--- config.mk ---
export PLATFORM = sky130hd
export DESIGN_NAME = cmsdk_mcu_mtx4x2_in_stage
export DESIGN_NICKNAME = d
export VERILOG_FILES = /design/src/rtl/cmsdk_mcu_mtx4x2_pkg.sv /design/src/rtl/cmsdk_mcu_mtx4x2_hold_reg.sv /design/src/rtl/cmsdk_mcu_mtx4x2_in_stage.sv
export SDC_FILE = /design/constraint.sdc
export NUM_CORES = 1
export LEC_CHECK = 0
export BUFFER_PORTS_ARGS = -buffer_cell sky130_fd_sc_hd__buf_2
export CORE_AREA = 5 5 79 81
export CTS_CLUSTER_DIAMETER = 100
export DETAILED_ROUTE_END_ITERATION = 6
export DIE_AREA = 0 0 84 86
export GPL_TIMING_DRIVEN = 1
export PLACE_DENSITY_LB_ADDON = 0.3
export SLEW_MARGIN = 20
export SYNTH_ARGS = -nofsm -noshare
export SYNTH_HDL_FRONTEND = slang
export SYNTH_SLANG_ARGS = --single-unit
--- constraint.sdc ---
create_clock -name HCLK -period 3.38 [get_ports HCLK]
set_clock_uncertainty 0.2 [all_clocks]
set_input_delay 0.676 -clock HCLK [delete_from_list [all_inputs] [get_ports HCLK]]
set_output_delay 0.676 -clock HCLK [all_outputs]
set_load 0.1 [all_outputs]
--- src/rtl/cmsdk_mcu_mtx4x2_pkg.sv ---
// ---------------------------------------------------------------------------
// cmsdk_mcu_mtx4x2_pkg
// Shared encodings for the 4x2 bus matrix: AHB-Lite HTRANS and HRESP values
// plus a small helper that classifies a transfer type.
// ---------------------------------------------------------------------------
package cmsdk_mcu_mtx4x2_pkg;

    // HTRANS encodings
    localparam logic [1:0] HTRANS_IDLE   = 2'b00;
    localparam logic [1:0] HTRANS_BUSY   = 2'b01;
    localparam logic [1:0] HTRANS_NONSEQ = 2'b10;
    localparam logic [1:0] HTRANS_SEQ    = 2'b11;

    // HRESP encodings
    localparam logic [1:0] HRESP_OKAY    = 2'b00;
    localparam logic [1:0] HRESP_ERROR   = 2'b01;

    // NONSEQ and SEQ both carry a real transfer; IDLE and BUSY do not
    function automatic logic trans_is_active(input logic [1:0] trans);
        return trans[1];
    endfunction

endpackage

--- src/rtl/cmsdk_mcu_mtx4x2_hold_reg.sv ---
// ---------------------------------------------------------------------------
// cmsdk_mcu_mtx4x2_hold_reg
// Enable-loaded register bank holding one AHB address phase (address and
// control) while the input stage waits for its output stage.
// Ports:
//   HCLK, HRESETn         clock, async active-low reset (contents clear to 0)
//   load_en               capture the d-side values on this edge
//   *_d                   live address/control from the master
//   *_r                   held address/control
// ---------------------------------------------------------------------------
module cmsdk_mcu_mtx4x2_hold_reg #(
    parameter int UW = 3
) (
    input  logic          HCLK,
    input  logic          HRESETn,
    input  logic          load_en,
    input  logic [31:0]   addr_d,
    input  logic          write_d,
    input  logic [2:0]    size_d,
    input  logic [2:0]    burst_d,
    input  logic [3:0]    prot_d,
    input  logic          mastlock_d,
    input  logic [UW-1:0] auser_d,
    output logic [31:0]   addr_r,
    output logic          write_r,
    output logic [2:0]    size_r,
    output logic [2:0]    burst_r,
    output logic [3:0]    prot_r,
    output logic          mastlock_r,
    output logic [UW-1:0] auser_r
);

    // Capture the address phase when loading; otherwise keep the held copy
    always_ff @(posedge HCLK or negedge HRESETn) begin
        if (!HRESETn) begin
            addr_r     <= 32'h0000_0000;
            write_r    <= 1'b0;
            size_r     <= 3'b000;
            burst_r    <= 3'b000;
            prot_r     <= 4'b0000;
            mastlock_r <= 1'b0;
            auser_r    <= {UW{1'b0}};
        end else if (load_en) begin
            addr_r     <= addr_d;
            write_r    <= write_d;
            size_r     <= size_d;
            burst_r    <= burst_d;
            prot_r     <= prot_d;
            mastlock_r <= mastlock_d;
            auser_r    <= auser_d;
        end else begin
            addr_r     <= addr_r;
            write_r    <= write_r;
            size_r     <= size_r;
            burst_r    <= burst_r;
            prot_r     <= prot_r;
            mastlock_r <= mastlock_r;
            auser_r    <= auser_r;
        end
    end

endmodule

--- src/rtl/cmsdk_mcu_mtx4x2_in_stage.sv ---
// ---------------------------------------------------------------------------
// cmsdk_mcu_mtx4x2_in_stage
// Slave-side input stage of the 4x2 bus matrix. Passes the master's address
// phase straight to the decoder when the output stage is free; otherwise
// holds it, stalls the master, and replays it as NONSEQ once accepted.
// Ports:
//   HCLK, HRESETn                 clock, async active-low reset
//   HSELS..HAUSERS, HREADYS       address phase from the AHB-Lite master
//   active_in, readyout_in,
//   resp_in                       status from the decoder/output stage
//   sel_in..auser_in              address phase presented to the decoder
//   held_tran_in                  presented transfer comes from the hold reg
//   HREADYOUTS, HRESPS            response to the master
// ---------------------------------------------------------------------------
module cmsdk_mcu_mtx4x2_in_stage
    import cmsdk_mcu_mtx4x2_pkg::*;
#(
    parameter int UW = 3
) (
    input  logic          HCLK,
    input  logic          HRESETn,
    input  logic          HSELS,
    input  logic [31:0]   HADDRS,
    input  logic [1:0]    HTRANSS,
    input  logic          HWRITES,
    input  logic [2:0]    HSIZES,
    input  logic [2:0]    HBURSTS,
    input  logic [3:0]    HPROTS,
    input  logic          HMASTLOCKS,
    input  logic [UW-1:0] HAUSERS,
    input  logic          HREADYS,
    input  logic          active_in,
    input  logic          readyout_in,
    input  logic [1:0]    resp_in,
    output logic          sel_in,
    output logic [31:0]   addr_in,
    output logic [1:0]    trans_in,
    output logic          write_in,
    output logic [2:0]    size_in,
    output logic [2:0]    burst_in,
    output logic [3:0]    prot_in,
    output logic          mastlock_in,
    output logic [UW-1:0] auser_in,
    output logic          held_tran_in,
    output logic          HREADYOUTS,
    output logic [1:0]    HRESPS
);

    logic          pend_r;
    logic          dphase_r;
    logic          pend_nxt_s;
    logic          dphase_nxt_s;
    logic          trans_valid_s;
    logic          load_en_s;
    logic          accept_s;

    logic [31:0]   hold_addr_s;
    logic          hold_write_s;
    logic [2:0]    hold_size_s;
    logic [2:0]    hold_burst_s;
    logic [3:0]    hold_prot_s;
    logic          hold_mastlock_s;
    logic [UW-1:0] hold_auser_s;

    assign trans_valid_s = HSELS & trans_is_active(HTRANSS) & HREADYS;
    // Loading is blocked while already pending; HREADYS is low then anyway
    assign load_en_s     = trans_valid_s & ~active_in & ~pend_r;
    // An address phase is accepted downstream either live or from the hold reg
    assign accept_s      = pend_r ? (active_in & readyout_in)
                                  : (trans_valid_s & active_in);

    cmsdk_mcu_mtx4x2_hold_reg #(.UW(UW)) u_hold_reg (
        .HCLK       (HCLK),
        .HRESETn    (HRESETn),
        .load_en    (load_en_s),
        .addr_d     (HADDRS),
        .write_d    (HWRITES),
        .size_d     (HSIZES),
        .burst_d    (HBURSTS),
        .prot_d     (HPROTS),
        .mastlock_d (HMASTLOCKS),
        .auser_d    (HAUSERS),
        .addr_r     (hold_addr_s),
        .write_r    (hold_write_s),
        .size_r     (hold_size_s),
        .burst_r    (hold_burst_s),
        .prot_r     (hold_prot_s),
        .mastlock_r (hold_mastlock_s),
        .auser_r    (hold_auser_s)
    );

    // Next-state for the pending flag and the downstream data-phase flag
    always_comb begin
        pend_nxt_s   = pend_r;
        dphase_nxt_s = dphase_r;
        if (pend_r) begin
            if (accept_s) begin
                pend_nxt_s = 1'b0;
            end else begin
                pend_nxt_s = 1'b1;
            end
        end else if (load_en_s) begin
            pend_nxt_s = 1'b1;
        end else begin
            pend_nxt_s = 1'b0;
        end
        if (accept_s) begin
            dphase_nxt_s = 1'b1;
        end else if (dphase_r && readyout_in) begin
            dphase_nxt_s = 1'b0;
        end else begin
            dphase_nxt_s = dphase_r;
        end
    end

    // State registers
    always_ff @(posedge HCLK or negedge HRESETn) begin
        if (!HRESETn) begin
            pend_r   <= 1'b0;
            dphase_r <= 1'b0;
        end else begin
            pend_r   <= pend_nxt_s;
            dphase_r <= dphase_nxt_s;
        end
    end

    // Address-phase mux: live inputs, or the held copy replayed as NONSEQ
    // since arbitration may have broken the original burst
    always_comb begin
        sel_in       = HSELS;
        addr_in      = HADDRS;
        trans_in     = HTRANSS;
        write_in     = HWRITES;
        size_in      = HSIZES;
        burst_in     = HBURSTS;
        prot_in      = HPROTS;
        mastlock_in  = HMASTLOCKS;
        auser_in     = HAUSERS;
        held_tran_in = 1'b0;
        if (pend_r) begin
            sel_in       = 1'b1;
            addr_in      = hold_addr_s;
            trans_in     = HTRANS_NONSEQ;
            write_in     = hold_write_s;
            size_in      = hold_size_s;
            burst_in     = hold_burst_s;
            prot_in      = hold_prot_s;
            mastlock_in  = hold_mastlock_s;
            auser_in     = hold_auser_s;
            held_tran_in = 1'b1;
        end else begin
            held_tran_in = 1'b0;
        end
    end

    // Master response: stall while pending, else mirror the downstream data phase
    always_comb begin
        HREADYOUTS = 1'b1;
        HRESPS     = HRESP_OKAY;
        if (pend_r) begin
            HREADYOUTS = 1'b0;
            HRESPS     = HRESP_OKAY;
        end else if (dphase_r) begin
            HREADYOUTS = readyout_in;
            HRESPS     = resp_in;
        end else begin
            HREADYOUTS = 1'b1;
            HRESPS     = HRESP_OKAY;
        end
    end

endmodule

Yosys cells after proc, flatten, opt, wreduce, memory -nomap -nowiden
Cells that the tools add are included.
Widths: inputs -> output; s select.
{ "word_totals": {"regBits": 49, "out_inout_bits": 54, "elab_cells": 39, "input_bits": 57} }
{ "classes": {"n_mux": 20, "bitwise_logic": 8, "reduce_logical": 2} }
{ "ops": {"columns": ["operator", "n"], "rows": [
  ["$mux 32", 1],
  ["$mux 1", 12],
  ["$mux 3", 3],
  ["$and 1x1->1", 6],
  ["$mux 2", 3],
  ["$mux 4", 1],
  ["$not 1->1", 2],
  ["$reduce_bool 2->1", 1],
  ["$logic_and 1x1->1", 1]
]} }

Depth between registers and ports, before layout
Gate-level depths: netlist (run 1).
{ "logic_depth": {"ltp_word": 6, "depth_mapped": 5, "ltp_nobuf": 3} }

Hierarchy
Synthesis (run 1) repeated with hierarchy kept, for this count alone.
{ "unflattened": {"hier_cells": 168, "hier_area_um2": 2703.8} }
{ "modules_own_cells": {"columns": ["mod", "area_each_um2", "seq_area_each_um2", "cells_per_inst", "instances"], "rows": [
  ["cmsdk_mcu_mtx4x2_hold_reg", 1868.0, 1176.1, 99, 1],
  ["cmsdk_mcu_mtx4x2_in_stage", 835.8, 50.0, 69, 1]
]} }

Worst setup path after synthesis (run 1)
Ideal clock, no wire load.
{ "synth_path": {"path_kind": "reg-to-output", "startpoint": "register pend_r", "endpoint": "output trans_in[0]", "stages_incl_launch_ff": 4, "path_buffers": 2, "path_slack_ns": -0.087, "required_time_ns": 2.504, "arrival_ns": 2.591, "path_cell_list": "dfrtp_1 buf_2 buf_2 nor2b_1"} }
{ "synth_between": {"elab_chain_len": 1} }
{ "synth_rtl": {"columns": ["item", "line", "text"], "rows": [
  ["start, declared", "cmsdk_mcu_mtx4x2_in_stage.sv:49", "logic pend_r;"],
  ["start signal, assigned", "cmsdk_mcu_mtx4x2_in_stage.sv:122", "pend_r <= pend_nxt_s;"],
  ["$mux 2", "cmsdk_mcu_mtx4x2_in_stage.sv:140", "if (pend_r) begin"],
  ["end, declared", "cmsdk_mcu_mtx4x2_in_stage.sv:37", "output logic [1:0] trans_in,"]
]} }
Every way passes these cells.

Worst setup path after layout (run 1)
{ "layout_path": {"startpoint": "register pend_r", "endpoint": "output addr_in[3]"} }
{ "layout_between": {"elab_chain_len": 1} }
{ "layout_rtl": {"columns": ["item", "line", "text"], "rows": [
  ["$mux 32", "cmsdk_mcu_mtx4x2_in_stage.sv:140", null],
  ["end, declared", "cmsdk_mcu_mtx4x2_in_stage.sv:36", "output logic [31:0] addr_in,"]
]} }
Every way passes these cells.

==> results.cfg, run 1 <==
[global_route]
grt_pass1_vias = 1859
grt-ovfl-total = 0
track_usage_pct = 14.7
antenna_found_initial = 0
grt_pass1_wl_um = 8650
grt_max_degree = 48

[routing]
drtIter0Drc = 40
drt-met1-wl_um = 2240
via_per_inst = 4.90
wire_per_inst_um = 14.8
vias = 1721
ant_nets = 0
wl_met3_um = 463
wl_met2_um = 2460
totalWireLength_um = 5190
dr.pass1.iters = 3
drc = 0
highest_layer = met4

[setup_path]
crit_type = flop to output pin
slowest_stage = dfrtp_2
end_kind = output pin
required_ns = 2.50
critPathMaxStageDelay_ns = 0.58
path_cells = buf_12 -> mux2_2 -> buf_2
setup.worst_path.start_class = flop
cp_max_fo = 45
critPathArrivalTime_ns = 1.85
reg2reg_slack_ns = 1.30

[status]
status = completed

[logic_synthesis]
synth_cells = 169
yosys_warnings = 0
synth-seq-area-share_pct = 47.2
synth_cell_type_count = 16
synth_commonest_cells = mux2_2, dfrtp_1, mux2_4
syn_area_um2 = 2600
syn_nets = 226
synthFlopType = dfrtp_1
synth_top_area_share_pct = 47.2
syn_avg_cell_area_um2 = 15.4
synthArstFlopShare_pct = 100
synth_edf_count = 0
synth_area_leaders = dfrtp_1, mux2_2, mux2_4
synth-seq-cells = 49
synth_top_area_cell = dfrtp_1
yosysMostFrequentCell = mux2_2

[floorplanning]
start_util_pct = 48.0
die_y_um = 86
coreArea_um2 = 5410
die_x_um = 84
rows = 27
io_pins = 111
die_area_um2 = 7220

[finish]
drive_gt1_share_pct = 78.9
fin_cells = 351
nets = 335
final_area_um2 = 3300
nFillCells = 452
synthToLayoutAreaGrowth_pct = 26.9
diodes = 0

[timing]
final_max_slew_viol_count = 0
finalHoldViolations = 0
slew_headroom_pct = 58.7
worst_slew_pin_slew_ns = 0.619
setup_viol = 0
hold_slack_ns = 0.183
rsz0062_at_grt = false
finalSetupTns_ns = 0
period_minus_slack_ns = 2.73
fmax_ghz = 0.366
post-route-period-util_pct = 80.8

[power_and_ir_drop]
p_int_mw = 1.28
p_sw_mw = 1.02
p_total_mw = 2.30
power.leakage_nw = 1.61
irDropWorstVdd_mv = 0.412
power_frac_comb_pct = 47.2
pwr-share-clk_pct = 17.5
p_seq_share_pct = 35.3
sw_frac_of_total_pct = 44.4
p_per_area_nw_per_um2 = 698

[clock_network]
root_buffer = clkbuf_8
ctsResizeCount = 0
insertion_delay_ns = 0.30
clk_pin_slew_ns = 0.09
cts_setup_buffers = 0
holdBufCountCts = 0
htree_levels = 2
cts.sinks = 49
clockBufferDepth = 2
numCtsBuffers = 5
cts_tree = yes

[placement]
dp_hpwl_um = 3780
io_buffer_count = 110
placed_cells = 343
place_area_um2 = 3190
gp_congestion = 0.715

[hold_path]
hold_class = primary input to asynchronous set/reset pin

[run]
cap_violations = 0
## flip-flops by register name, indices dropped and copies added, names as in the netlist
name / flops
dphase_r: 1
u_hold_reg.mastlock_r: 1
pend_r: 1
u_hold_reg.write_r: 1
u_hold_reg.auser_r: 3
u_hold_reg.burst_r: 3
u_hold_reg.prot_r: 4
u_hold_reg.addr_r: 32
u_hold_reg.size_r: 3
## power groups by stage
| stage | Clock, mW | Sequential, mW | Combinational [mW] |
|---|---|---|---|
| final | 0.403 | 0.811 | 1.09 |
| after global routing | 0.440 | 0.831 | 1.13 |
| after CTS | 0.417 | 0.813 | 1.10 |
| after detailed placement | 0 | 0.821 | 1.09 |
| after global placement | 0 | 0.817 | 1.08 |
| after floorplan | 0 | 0.802 | 1.00 |
## per-stage QoR
| stage | util, % | worst slack (ns) |
|---|---|---|
| 2_1_floorplan | - | 0.407 |
| 3_3_place_gp | 59.0 | 0.977 |
| 3_5_place_dp | 59.0 | 0.969 |
| 4_1_cts | 61.0 | 0.628 |
| 5_1_grt | 61.0 | 0.550 |
| 6_report | 61.0 | 0.650 |
## metal layers
layer,track usage [%],vias to the layer above
met5,0,-
met4,3.51,0
met3,5.19,2
met1,18.1,820
li1,-,830
met2,24.9,69
## logic make-up (layout without fill, tap and decap cells)
| kind of cell | after synthesis | count (layout) | share of synthesized area [%] |
|---|---|---|---|
| flip-flops | 49 | 49 | 47.2 |
| AND/OR/NAND/NOR | 12 | 12 | 2.79 |
| multiplexers | 94 | 94 | 45.1 |
| AO/OA/AOI/OAI | 3 | 3 | 0.675 |
| buffers and inverters | 11 | 121 | 4.19 |
## worst paths after layout
path                                             from                    end  depth (start not counted)
worst min register to register  u_hold_reg.addr_r[26]  u_hold_reg.addr_r[26]                          1
min in group HCLK               u_hold_reg.addr_r[26]  u_hold_reg.addr_r[26]                          1
worst min-delay path                          HRESETn  u_hold_reg.addr_r[16]                          1
max in group asynchronous                     HRESETn   u_hold_reg.addr_r[6]                          2
worst max-delay path                           pend_r             addr_in[3]                          3
worst max register to register                 pend_r  u_hold_reg.addr_r[20]                          4
## critical path: cells and delay by family, from the launching register on
family	cells	cell delay, ns
muxes	1	0.37
DFF	1	0.58
buffers and inverters	2	0.58
## area by class of cell
type | count | area [um^2] | share of cell area (%)
repair buffers | 113 | 598 | 18.1
flip-flops and latches | 49 | 1230 | 37.2
well taps | 72 | 90.1 | 2.73
clock inverters | 2 | 35.0 | 1.06
multi-input cells | 109 | 1270 | 38.6
clock buffers | 6 | 72.6 | 2.20
## placed cells by master, fill, tap and decap left out, types with 2 or more instances in the layout
master,instances
clkbuf_8,5
buf_12,2
mux2_2,64
or2_2,2
dfrtp_1,48
buf_2,110
and3b_1,2
nand2_1,3
o21ai_0,2
mux2_4,30
Power figures use the tool's default switching activity.
==> run 2, diff against run 1 <==
Settings changed: CORE_AREA 5 5 79 81 to 5 5 84 86, DIE_AREA 0 0 84 86 to 0 0 89 91.
Clock period 3.38 ns to 2.2 ns, I/O delays scaled along.
==> results.cfg, run 2 (same netlist as run 1, synthesis figures left out) <==
[timing]
final_max_slew_viol_count = 0
period_minus_slack_ns = 2.17
finalHoldViolations = 0
fmax_ghz = 0.461
post-route-period-util_pct = 98.5
setup_viol = 0
slew_headroom_pct = 72.4
rsz0062_at_grt = true
setup_ws_ns = 0.0324
finalSetupTns_ns = 0
worst_slew_pin_slew_ns = 0.414

[hold_path]
hold_end = u_hold_reg.addr_r[17]
hold_start = HADDRS[17]
whs_path_depth = 2
hold_class = primary input to flop

[finish]
largest_register_ff_count = 32
drive_gt1_share_pct = 80.0
final_area_um2 = 4230
fin_cells = 362
final_cell_mix = mux2_2, buf_12, buf_2
nFillCells = 423
diodes = 0
reg.largest.list = u_hold_reg.addr_r x32, u_hold_reg.prot_r x4
nets = 341
layout_commonest_cell = mux2_2
synthToLayoutAreaGrowth_pct = 63.0
regMostFlops = u_hold_reg.addr_r

[global_route]
grt-ovfl-total = 0
antenna_found_initial = 0
met1_usage_pct = 21.1
grt_use_met2_pct = 27.2
grt_pass1_vias = 2021
grt_pass1_wl_um = 10400
grt.met3_usage_pct = 5.07
grt_busiest_layer = met2
grt_max_degree = 27
track_usage_pct = 16.5

[placement]
place_area_um2 = 4090
dp_hpwl_um = 4870
placed_cells = 351
gp_congestion = 0.799
post-place-ws_ns = 0.211
io_buffer_count = 110

[power_and_ir_drop]
power.leakage_nw = 1.94
sw_frac_of_total_pct = 41.6
irDropWorstVdd_mv = 0.517
power_frac_comb_pct = 53.9
p_seq_share_pct = 30.4
p_sw_mw = 1.71
p_per_area_nw_per_um2 = 971
p_int_mw = 2.40
p_total_mw = 4.11
pwr-share-clk_pct = 15.7

[clock_network]
clk_pin_slew_ns = 0.10
numCtsBuffers = 5
htree_levels = 2
insertion_delay_ns = 0.29
clockBufferDepth = 2
cts_tree = yes
cts.sinks = 49
ctsResizeCount = 0
root_buffer = clkbuf_8

[setup_path]
r2r_start = pend_r
critPathArrivalTime_ns = 1.53
worstRegToRegCells = 4
startpoint = pend_r
end_kind = output pin
setup.worst_path.start_class = flop
cp_max_fo = 26
worst_r2r_endpoint = u_hold_reg.addr_r[11]
crit_type = flop to output pin
required_ns = 1.56
reg2reg_slack_ns = 0.28

[routing]
wire_per_inst_um = 17.4
via_per_inst = 4.99
dr.pass1.iters = 4
ant_nets = 0
totalWireLength_um = 6310
drc = 0
drtIter0Drc = 45
vias = 1805

[floorplanning]
coreArea_um2 = 6200
die_x_um = 89
io_pins = 111
die_y_um = 91
start_util_pct = 41.8
die_area_um2 = 8100
rows = 29

[status]
status = completed

[run]
cap_violations = 0
-- run 2: cell types whose count changed in the layout (fill, tap and decap cells not counted), sizes merged --
cell | before | now
dlygate4sd3 | 0 | 1
buf | 113 | 118
clkbuf | 6 | 5
clkinvlp | 0 | 1
-- run 2: routing by layer --
layer  wire length [um]  vias to the layer above  part of all wire (%)
met5                  0                        -                     0
met4                 55                        0                  0.87
met3                536                        6                   8.5
met2               3250                       67                    51
met1               2470                      893                    39
li1                   -                      839                     -
-- run 2: cell type report --
type / instances / area (um^2) / area share, %
clock buffer: 5 / 68.8 / 1.63
tap: 77 / 96.3 / 2.28
multi-input combinational: 109 / 1300 / 30.6
timing repair buffer: 119 / 1490 / 35.3
clock inverter: 3 / 46.3 / 1.09
sequential: 49 / 1230 / 29.1
-- run 2: power by group through the flow --
stage	clock network (mW)	logic (mW)	registers (mW)
floorplan	0	1.55	1.23
global placement	0	2.19	1.26
detailed placement	0	2.21	1.27
CTS	0.668	2.23	1.25
global route	0.716	2.29	1.28
finish	0.646	2.21	1.25
-- run 2: how the worst max path moves through the flow --
stage / end
detailed placement: addr_in[31]
global placement: addr_in[0]
global route: mastlock_in
floorplan: burst_in[0]
finish: auser_in[2]
CTS: auser_in[2]
-- run 2: what timing repair did --
| item | 4_1_cts | 5_1_grt |
|---|---|---|
| hold buffers | 1 | 0 |
| hold endpoints to repair | 15 | 0 |
| pin swaps | 0 | 0 |
| endpoints found under the setup margin | 40 | 24 |
| setup buffers | 2 | 0 |
-- run 2: metrics by stage --
step / hold WS (ns) / util [%]
finish: 0.174 / 68.2
CTS: 0.166 / 68.2
global placement: 0.189 / 65.9
floorplan: -0.0556 / -
detailed placement: 0.193 / 65.9
global route: 0.160 / 68.2
-- run 2: critical path, cell delays in order (launching register included) --
cell     delay, ns
dfrtp_4       0.47
buf_12        0.19
mux2_2        0.38
buf_12        0.17
==> run 3, diff against run 2 <==
--- a/constraint.sdc
+++ b/constraint.sdc
@@ -4,2 +4,2 @@
 set_output_delay 0.44 -clock HCLK [all_outputs]
-set_load 0.1 [all_outputs]
+set_load 0.01 [all_outputs]
==> results.cfg, run 3 (same netlist as run 1, synthesis figures left out) <==
[timing]
setup_ws_ns = 0.0964
rsz0062_at_grt = false
period_minus_slack_ns = 2.10
finalHoldViolations = 0
worst_slew_pin_slew_ns = 0.600
hold_slack_ns = 0.0351
slew_headroom_pct = 60.0
setup_viol = 0
finalSetupTns_ns = 0
post-route-period-util_pct = 95.6
final_max_slew_viol_count = 0
fmax_ghz = 0.475

[clock_network]
cts.sinks = 49
cts_setup_buffers = 0
htree_levels = 2
root_buffer = clkbuf_8
cts_tree = yes
clockBufferDepth = 2
numCtsBuffers = 5
insertion_delay_ns = 0.29
clk_pin_slew_ns = 0.09

[setup_path]
path_cells = buf_12 -> mux2_2 -> buf_2
cp_max_fo = 30
crit_type = flop to output pin
worstRegToRegCells = 3
end_kind = output pin
setup.worst_path.start_class = flop
required_ns = 1.56
slowest_stage = dfrtp_2
critPathMaxStageDelay_ns = 0.45
critPathArrivalTime_ns = 1.46

[routing]
via_per_inst = 4.86
ant_nets = 0
vias = 1746
wire_per_inst_um = 15.1
totalWireLength_um = 5420
drtIter0Drc = 54
dr.pass1.iters = 2
drc = 0

[finish]
nets = 338
nFillCells = 553
diodes = 0
regMostFlops = u_hold_reg.addr_r
drive_gt1_share_pct = 78.7
synthToLayoutAreaGrowth_pct = 29.5
final_area_um2 = 3360
multiInputGateArea_um2 = 1270
layout_commonest_cell = buf_2
reg.largest.list = u_hold_reg.addr_r x32, u_hold_reg.prot_r x4
post-route-util_pct = 54.2
seq_area_um2 = 1230
final_cell_mix = buf_2, mux2_2, dfrtp_1
fin_cells = 359
largest_register_ff_count = 32

[power_and_ir_drop]
p_total_mw = 2.79
p_per_area_nw_per_um2 = 829
power.leakage_nw = 1.64
irDropWorstVdd_mv = 0.393

[floorplanning]
io_pins = 111
coreArea_um2 = 6200
die_area_um2 = 8100
rows = 29
start_util_pct = 41.8
die_x_um = 89
die_y_um = 91

[hold_path]
hold_class = primary input to asynchronous set/reset pin

[placement]
post-place-ws_ns = 0.314
io_buffer_count = 110
dp_hpwl_um = 4040
placed_cells = 351
gp_congestion = 0.668
place_area_um2 = 3220

[global_route]
track_usage_pct = 13.7
grt_pass1_vias = 1846
grt_max_degree = 50
antenna_found_initial = 0
grt_pass1_wl_um = 8910
grt-ovfl-total = 0

[run]
cap_violations = 0

[status]
status = completed
==> run 3: changes by cell type in the layout (fill, tap and decap cells not counted), sizes merged <==
cell / change
clkinvlp: -1
dlygate4sd3: -1
bufinv: +1
buf: -2
==> run 3: critical path, delay by kind of cell (launching register included) <==
kind	cells	cell delay, ns
buffers and inverters	2	0.35
DFF	1	0.45
muxes	1	0.36
==> run 3: repair_timing <==
item	in CTS	in global routing
endpoints found under the setup margin	0	3
endpoints found under the hold margin	0	0
hold buffers	0	0
gates resized for setup	0	1
==> run 3: final timing paths <==
check | from | endpoint | slack (ns)
setup / recovery | pend_r | prot_in[3] | 0.1
max in group asynchronous | HRESETn | pend_r | 1.33
hold reg to reg | u_hold_reg.addr_r[29] | u_hold_reg.addr_r[29] | 0.31
hold / removal | HRESETn | u_hold_reg.mastlock_r | 0.04
min in group HCLK | HADDRS[2] | u_hold_reg.addr_r[2] | 0.19
setup reg to reg | pend_r | u_hold_reg.addr_r[13] | 0.51
==> run 3: power breakdown <==
part / switching, mW / internal, mW
Combinational: 0.299 / 0.507
Sequential: 0.117 / 1.13
Clock: 0.286 / 0.451
==> run 3: layer usage <==
| layer | vias to the layer above | global-route usage [%] | wire, um | part of all wire (%) |
|---|---|---|---|---|
| met3 | 8 | 2.99 | 466 | 8.6 |
| met2 | 62 | 21.5 | 2560 | 47 |
| li1 | 831 | - | - | - |
| met4 | 0 | 4.09 | 78 | 1.4 |
| met5 | - | 0 | 0 | 0 |
| met1 | 845 | 18.9 | 2310 | 43 |
==> run 3: cell type report <==
cell class / instances / share of cell area (%)
clock buffer: 5 / 2.05
tap: 77 / 2.87
multi-input combinational: 109 / 37.7
sequential: 49 / 36.5
clock inverter: 3 / 1.94
timing repair buffer: 116 / 18.9
